===== src/rtl/spm_cisr_pkg.sv =====
// Shared types for the CISR encoder/decoder pair: encoder FSM states and row-id width.
package spm_cisr_pkg;

  typedef enum logic [1:0] {
    FILL  = 2'd0,
    RUN   = 2'd1,
    DRAIN = 2'd2,
    DONE  = 2'd3
  } enc_state_t;

  localparam int DIM_W = 16;

endpackage


===== src/rtl/cisr_chan_arb.sv =====
// Lowest-set-bit priority encoder: one-hot grant, binary index and any-request flag.
module cisr_chan_arb #(
  parameter int NUM_CH = 16,
  parameter int CHAN_W = $clog2(NUM_CH)
) (
  input  logic [NUM_CH-1:0] req,
  output logic [NUM_CH-1:0] grant,
  output logic [CHAN_W-1:0] idx,
  output logic              any
);

  always_comb begin
    // NOTE: every output gets a default before the loop so no path leaves it unassigned (no latch).
    grant = '0;
    idx   = '0;
    any   = |req;
    for (int i = NUM_CH - 1; i >= 0; i--) begin
      if (req[i]) begin
        grant    = '0;
        grant[i] = 1'b1;
        idx      = CHAN_W'(i);
      end
    end
  end

endmodule


===== src/rtl/cisr_encoder.sv =====
// CISR encoder: binds CSR rows to the lowest free channel and emits per-slot channel activity.
module cisr_encoder
  import spm_cisr_pkg::*;
#(
  parameter int NUM_CH = 16,
  parameter int DATA_W = 32
) (
  input  logic              clk,
  input  logic              rst_n,
  input  logic              spmv_init,
  input  logic [DATA_W-1:0] row_len_in,
  input  logic              row_valid,
  input  logic              row_last,
  output logic              row_ready,
  output logic [NUM_CH-1:0] row_len_push,
  output logic [DATA_W-1:0] row_len_out,
  output logic [DIM_W-1:0]  row_id_out,
  output logic              slot_valid,
  input  logic              slot_ready,
  output logic [NUM_CH-1:0] slot_active,
  output logic              done
);

  localparam int CHAN_W = $clog2(NUM_CH);

  enc_state_t        state_q, state_d;
  logic [DATA_W-1:0] count_q [NUM_CH];
  logic [NUM_CH-1:0] busy, retired, need, need_after, grant;
  logic [CHAN_W-1:0] grant_idx;
  logic              any_need, accept, consume, len_nz;
  logic [DIM_W-1:0]  row_id_q;

  // A channel wants a new row when it has nothing left to stream and input is not exhausted.
  assign need = ~busy & ~retired;

  cisr_chan_arb #(.NUM_CH(NUM_CH), .CHAN_W(CHAN_W)) u_arb (
    .req   (need),
    .grant (grant),
    .idx   (grant_idx),
    .any   (any_need)
  );

  assign accept       = row_valid & row_ready;
  assign consume      = slot_valid & slot_ready;
  assign len_nz       = |row_len_in;
  assign need_after   = need & ~(grant & {NUM_CH{accept & len_nz}});
  assign row_len_push = grant & {NUM_CH{accept}};
  assign row_len_out  = accept ? row_len_in : '0;
  assign row_id_out   = row_id_q;
  assign slot_active  = slot_valid ? busy : '0;

  always_comb begin
    state_d    = state_q;
    row_ready  = 1'b0;
    slot_valid = 1'b0;
    done       = 1'b0;
    unique case (state_q)
      FILL: begin
        row_ready = any_need & ~spmv_init;
        if (accept && row_last)  state_d = DRAIN;
        else if (!(|need_after)) state_d = RUN;
      end
      RUN: begin
        row_ready  = any_need & ~spmv_init;
        slot_valid = ~any_need & ~spmv_init;
        if (accept && row_last) state_d = DRAIN;
      end
      DRAIN: begin
        slot_valid = (|busy) & ~spmv_init;
        if (!(|busy)) state_d = DONE;
      end
      DONE: done = 1'b1;
      default: state_d = FILL;
    endcase
  end

  always_ff @(posedge clk or negedge rst_n) begin
    // NOTE: registered state always uses non-blocking assignment so every flop samples pre-edge values.
    if (!rst_n) begin
      state_q  <= FILL;
      row_id_q <= '0;
    end else if (spmv_init) begin
      state_q  <= FILL;
      row_id_q <= '0;
    end else begin
      state_q  <= state_d;
      row_id_q <= row_id_q + DIM_W'(accept);
    end
  end

  for (genvar ch = 0; ch < NUM_CH; ch++) begin : g_chan
    logic retired_q;

    assign busy[ch]    = count_q[ch] != '0;
    assign retired[ch] = retired_q;

    // NOTE: the per-channel counts are discrete flops rather than a RAM, so they take the async reset.
    always_ff @(posedge clk or negedge rst_n) begin
      if (!rst_n) begin
        count_q[ch] <= '0;
        retired_q   <= 1'b0;
      end else if (spmv_init) begin
        count_q[ch] <= '0;
        retired_q   <= 1'b0;
      end else begin
        if (accept && grant_idx == CHAN_W'(ch)) count_q[ch] <= row_len_in;
        else if (consume && busy[ch])           count_q[ch] <= count_q[ch] - DATA_W'(1);
        // Once the final row is taken, every channel left empty becomes a permanent bubble.
        if (accept && row_last && need_after[ch]) retired_q <= 1'b1;
      end
    end
  end

endmodule


===== config.mk =====
export PLATFORM = sky130hd
export DESIGN_NAME = cisr_encoder
export DESIGN_NICKNAME = d
export VERILOG_FILES = /design/src/rtl/spm_cisr_pkg.sv /design/src/rtl/cisr_chan_arb.sv /design/src/rtl/cisr_encoder.sv
export SDC_FILE = /design/constraint.sdc
export NUM_CORES = 2
export LEC_CHECK = 0
export CAP_MARGIN = 10
export CORE_ASPECT_RATIO = 0.5
export CORE_MARGIN = 10
export CORE_UTILIZATION = 66
export CTS_BUF_LIST = sky130_fd_sc_hd__clkbuf_8
export CTS_CLUSTER_DIAMETER = 40
export CTS_CLUSTER_SIZE = 20
export DETAILED_ROUTE_END_ITERATION = 6
export PLACE_DENSITY = 0.85
export SLEW_MARGIN = 15
export SYNTH_ARGS = -nofsm -noshare
export SYNTH_HDL_FRONTEND = slang
export SYNTH_HIERARCHICAL = 1
export SYNTH_SLANG_ARGS = --single-unit
export TNS_END_PERCENT = 50

===== constraint.sdc =====
create_clock -name clk -period 10.25 [get_ports clk]
set_clock_uncertainty 0.05 [all_clocks]
set_input_delay 2.05 -clock clk [delete_from_list [all_inputs] [get_ports clk]]
set_output_delay 2.05 -clock clk [all_outputs]
set_load 0.05 [all_outputs]

==> results.yml <==
cells_and_area:
  nNetsFinal: 4197
  drive_above_1_share_pct: 7.366
  syn_to_final_growth_pct: 8.098
  finalNonFillerCells: 4858
  final_util_pct: 72.51
sta:
  finalCritPeriodShare_pct: 85.83
  drv_slew: 0
  setup_violations: 0
  rsz0062_at_grt: "no"
  setup_ws_ns: 1.452
  setup_tns_ns: 0
  fmax_ghz: 0.1137
  worstMarginPinSlew_ns: 1.221
  min_period_ns: 8.798
  relSlewSlack_pct: 18.32
  hold_viol: 0
setup_path:
  crit_path_end_kind: "primary output"
  critPathLaunch: "count_q[453]"
  timing.rr.end: "count_q[448]"
  reg2reg_depth: 16
  path_class: "flop to primary output"
  cp.arrival_ns: 6.70
  critPathRequiredTime_ns: 8.15
  crit_path_end: "row_len_push[1]"
  r2r_slack_ns: 2.33
  cp_max_fo: 41
  start_kind: "flop"
  reg2reg_from: "count_q[453]"
job:
  drv_cap: 0
synth:
  synth_ff_type: "dfrtp_1"
  synth-edff-count: 0
  synth_area_um2: 33880
  synth.net_count: 4226
  synth_seq_cells: 546
  ys_warn_count: 6
  postSynthAreaPerCell_um2: 8.164
  netlist_instances: 4150
  ys_types: 89
  async_flop_share_pct: 100.0
  yosysSeqAreaShare_pct: 40.33
floorplanning:
  chipHeight_um: 180.2
  dieArea_um2: 61350
  core_um2: 50510
  pin_count: 121
  die_w_um: 340.4
  initial_utilization_pct: 67.08
  row_count: 58
status:
  violations: "design-rule violations"
  status: "finished with violations"
detailed_routing:
  drtIter0Drc: 4730
  avgRoutedWirePerCell_um: 24.22
  ant_nets: 0
  remaining_drc_errors: 24
  drt_wl_total_um: 117600
  drt-met1-wl_um: 43310
  top_layer: "met5"
  vias_per_cell: 7.083
  dr.pass1.iters: 7
  vias: 34410
  route.met3.wl_um: 18770
  route.met2.wl_um: 47930
global_routing:
  grt_pass1_vias: 31910
  grt_pass1_wl_um: 180400
  antenna_found_initial: 7
  grt_use_total_pct: 36.55
  grt_start_max_net_pins: 154
  grt.overflow.total: 0
place:
  dp_slack_ns: 2.334
  dp.cells: 4761
  hpwl_um: 72440
  portBuffers: 120
  gp_congestion: 1.022
clock_network:
  cts_tree: "yes"
  cts_buffers: 48
  clk_latency_ns: 0.71
  clkTransAtPathRegs_ns: 0.11
  holdBufCountCts: 0
  htreeDepth: 2
  post_cts_resized: 0
  cts.sinks: 546
  clock_tree.root_cell: "clkbuf_8"
  cts_max_path_buffers: 3
  post-cts-setup-buffers: 0
power:
  powerDensity_nw_per_um2: 354.3
  finalPower_mw: 12.98
  leakage_nw: 15.59
  ir_worst_vdd_uv: 379.1
worst_hold_path:
  worstHoldPathType: "flop to flop"
cell usage in the layout, fill, tap and decap left out, types with 20 or more instances in the layout:
master / n
nor4_1: 186
o311ai_0: 60
nor3_1: 177
nor3b_1: 20
inv_1: 63
nand4_1: 45
o211ai_1: 78
and3_1: 31
or2_2: 26
nand3_1: 84
nor2_1: 644
or3_1: 78
o21ai_0: 308
clkbuf_8: 49
and2_1: 57
xor2_1: 61
or4_1: 68
xnor2_1: 97
a31oi_1: 46
clkdlybuf4s50_1: 111
mux2_2: 45
nand2_1: 322
dfrtp_1: 546
a21oi_1: 310
buf_4: 83
a22oi_1: 32
nand2b_1: 30
nor2b_1: 28
a211oi_1: 150
ha_1: 38
per-stage QoR:
step / hold WS (ns) / cell area [µm²]
2_1_floorplan: 0.3918 / 33880
3_3_place_gp: 0.4124 / 35530
3_5_place_dp: 0.4327 / 35530
4_1_cts: 0.4540 / 36590
5_1_grt: 0.4982 / 36590
6_report: 0.4579 / 36630
how the worst min path moves through the flow:
stage,endpoint,depth (start not counted),startpoint,slack (ns)
2_1_floorplan,count_q[477],2,count_q[477],0.39
3_3_place_gp,count_q[477],2,count_q[477],0.41
3_5_place_dp,count_q[467],2,count_q[467],0.43
4_1_cts,count_q[467],2,count_q[467],0.45
5_1_grt,count_q[14],2,count_q[14],0.50
6_report,count_q[407],2,count_q[407],0.46
worst max-delay path: stages (launching register included):
cell and delay, ns:
dfrtp_1 0.44, or4_1 0.57, or4_1 0.56, nor3_1 0.44
nor3b_1 0.74, nor4_4 0.13, and3_4 0.23, and2_4 0.16
nand2_1 0.11, o2111ai_1 0.39, inv_2 0.61, buf_4 0.50
nand2_1 0.13, inv_1 0.14, clkdlybuf4s50_1 0.82
area by class of cell:
class                      count  area, µm²
fill                        3944      13880
timing repair buffer         204       1819
tap                          690      863.3
sequential                   546      13660
inverter                      62      235.2
antenna                       14      35.03
multi-input combinational   3259      18950
clock buffer                  49      674.4
clock inverter                34      382.9
sequential cells by signal, summed over array words and instances (netlist names):
register,flops
count_q,512
g_chan.retired_q,16
row_id_out,16
state_q,2
synthesized netlist by cell type, types with 38 or more instances:
cell type | n | area (µm²)
nor2_1 | 646 | 2425
dfrtp_1 | 546 | 13660
nand2_1 | 327 | 1227
a21oi_1 | 310 | 1551
o21ai_0 | 308 | 1541
clkbuf_1 | 251 | 942.2
nor4_1 | 187 | 1170
nor3_1 | 179 | 895.9
a211oi_1 | 150 | 1126
xnor2_1 | 97 | 849.6
nand3_1 | 84 | 420.4
or3_1 | 79 | 494.2
o211ai_1 | 78 | 585.6
or4_1 | 68 | 510.5
inv_1 | 61 | 229.0
xor2_1 | 61 | 534.3
o311ai_0 | 60 | 525.5
and2_1 | 57 | 356.6
a31oi_1 | 46 | 287.8
mux2_2 | 45 | 506.7
nand4_1 | 45 | 281.5
ha_1 | 38 | 475.5
layer usage:
| layer | track usage, % | up-vias |
|---|---|---|
| met4 | 20.08 | 8 |
| met2 | 51.83 | 2286 |
| li1 | - | 15190 |
| met1 | 47.80 | 16370 |
| met3 | 13.60 | 559 |
| met5 | 0 | - |
power breakdown:
| part | internal, mW | switching, mW |
|---|---|---|
| combinational | 2.79 | 5.59 |
| sequential | 2.63 | 0.484 |
| clock | 0.589 | 0.892 |
| total | 6.01 | 6.97 |
cells by family (layout without fill, tap and decap cells):
| family | Yosys count | in the layout | share of synthesized area, % |
|---|---|---|---|
| compound gates | 1101 | 1101 | 20.12 |
| flops | 546 | 546 | 40.33 |
| simple gates | 1904 | 1904 | 28.30 |
| other cells | 0 | 14 | 0 |
| buf+inv | 345 | 349 | 3.881 |
| xor+xnor | 158 | 158 | 4.084 |
| fa+ha+maj | 38 | 38 | 1.403 |
| mux | 58 | 58 | 1.883 |
Note: power is estimated with default switching activity, not from simulation.
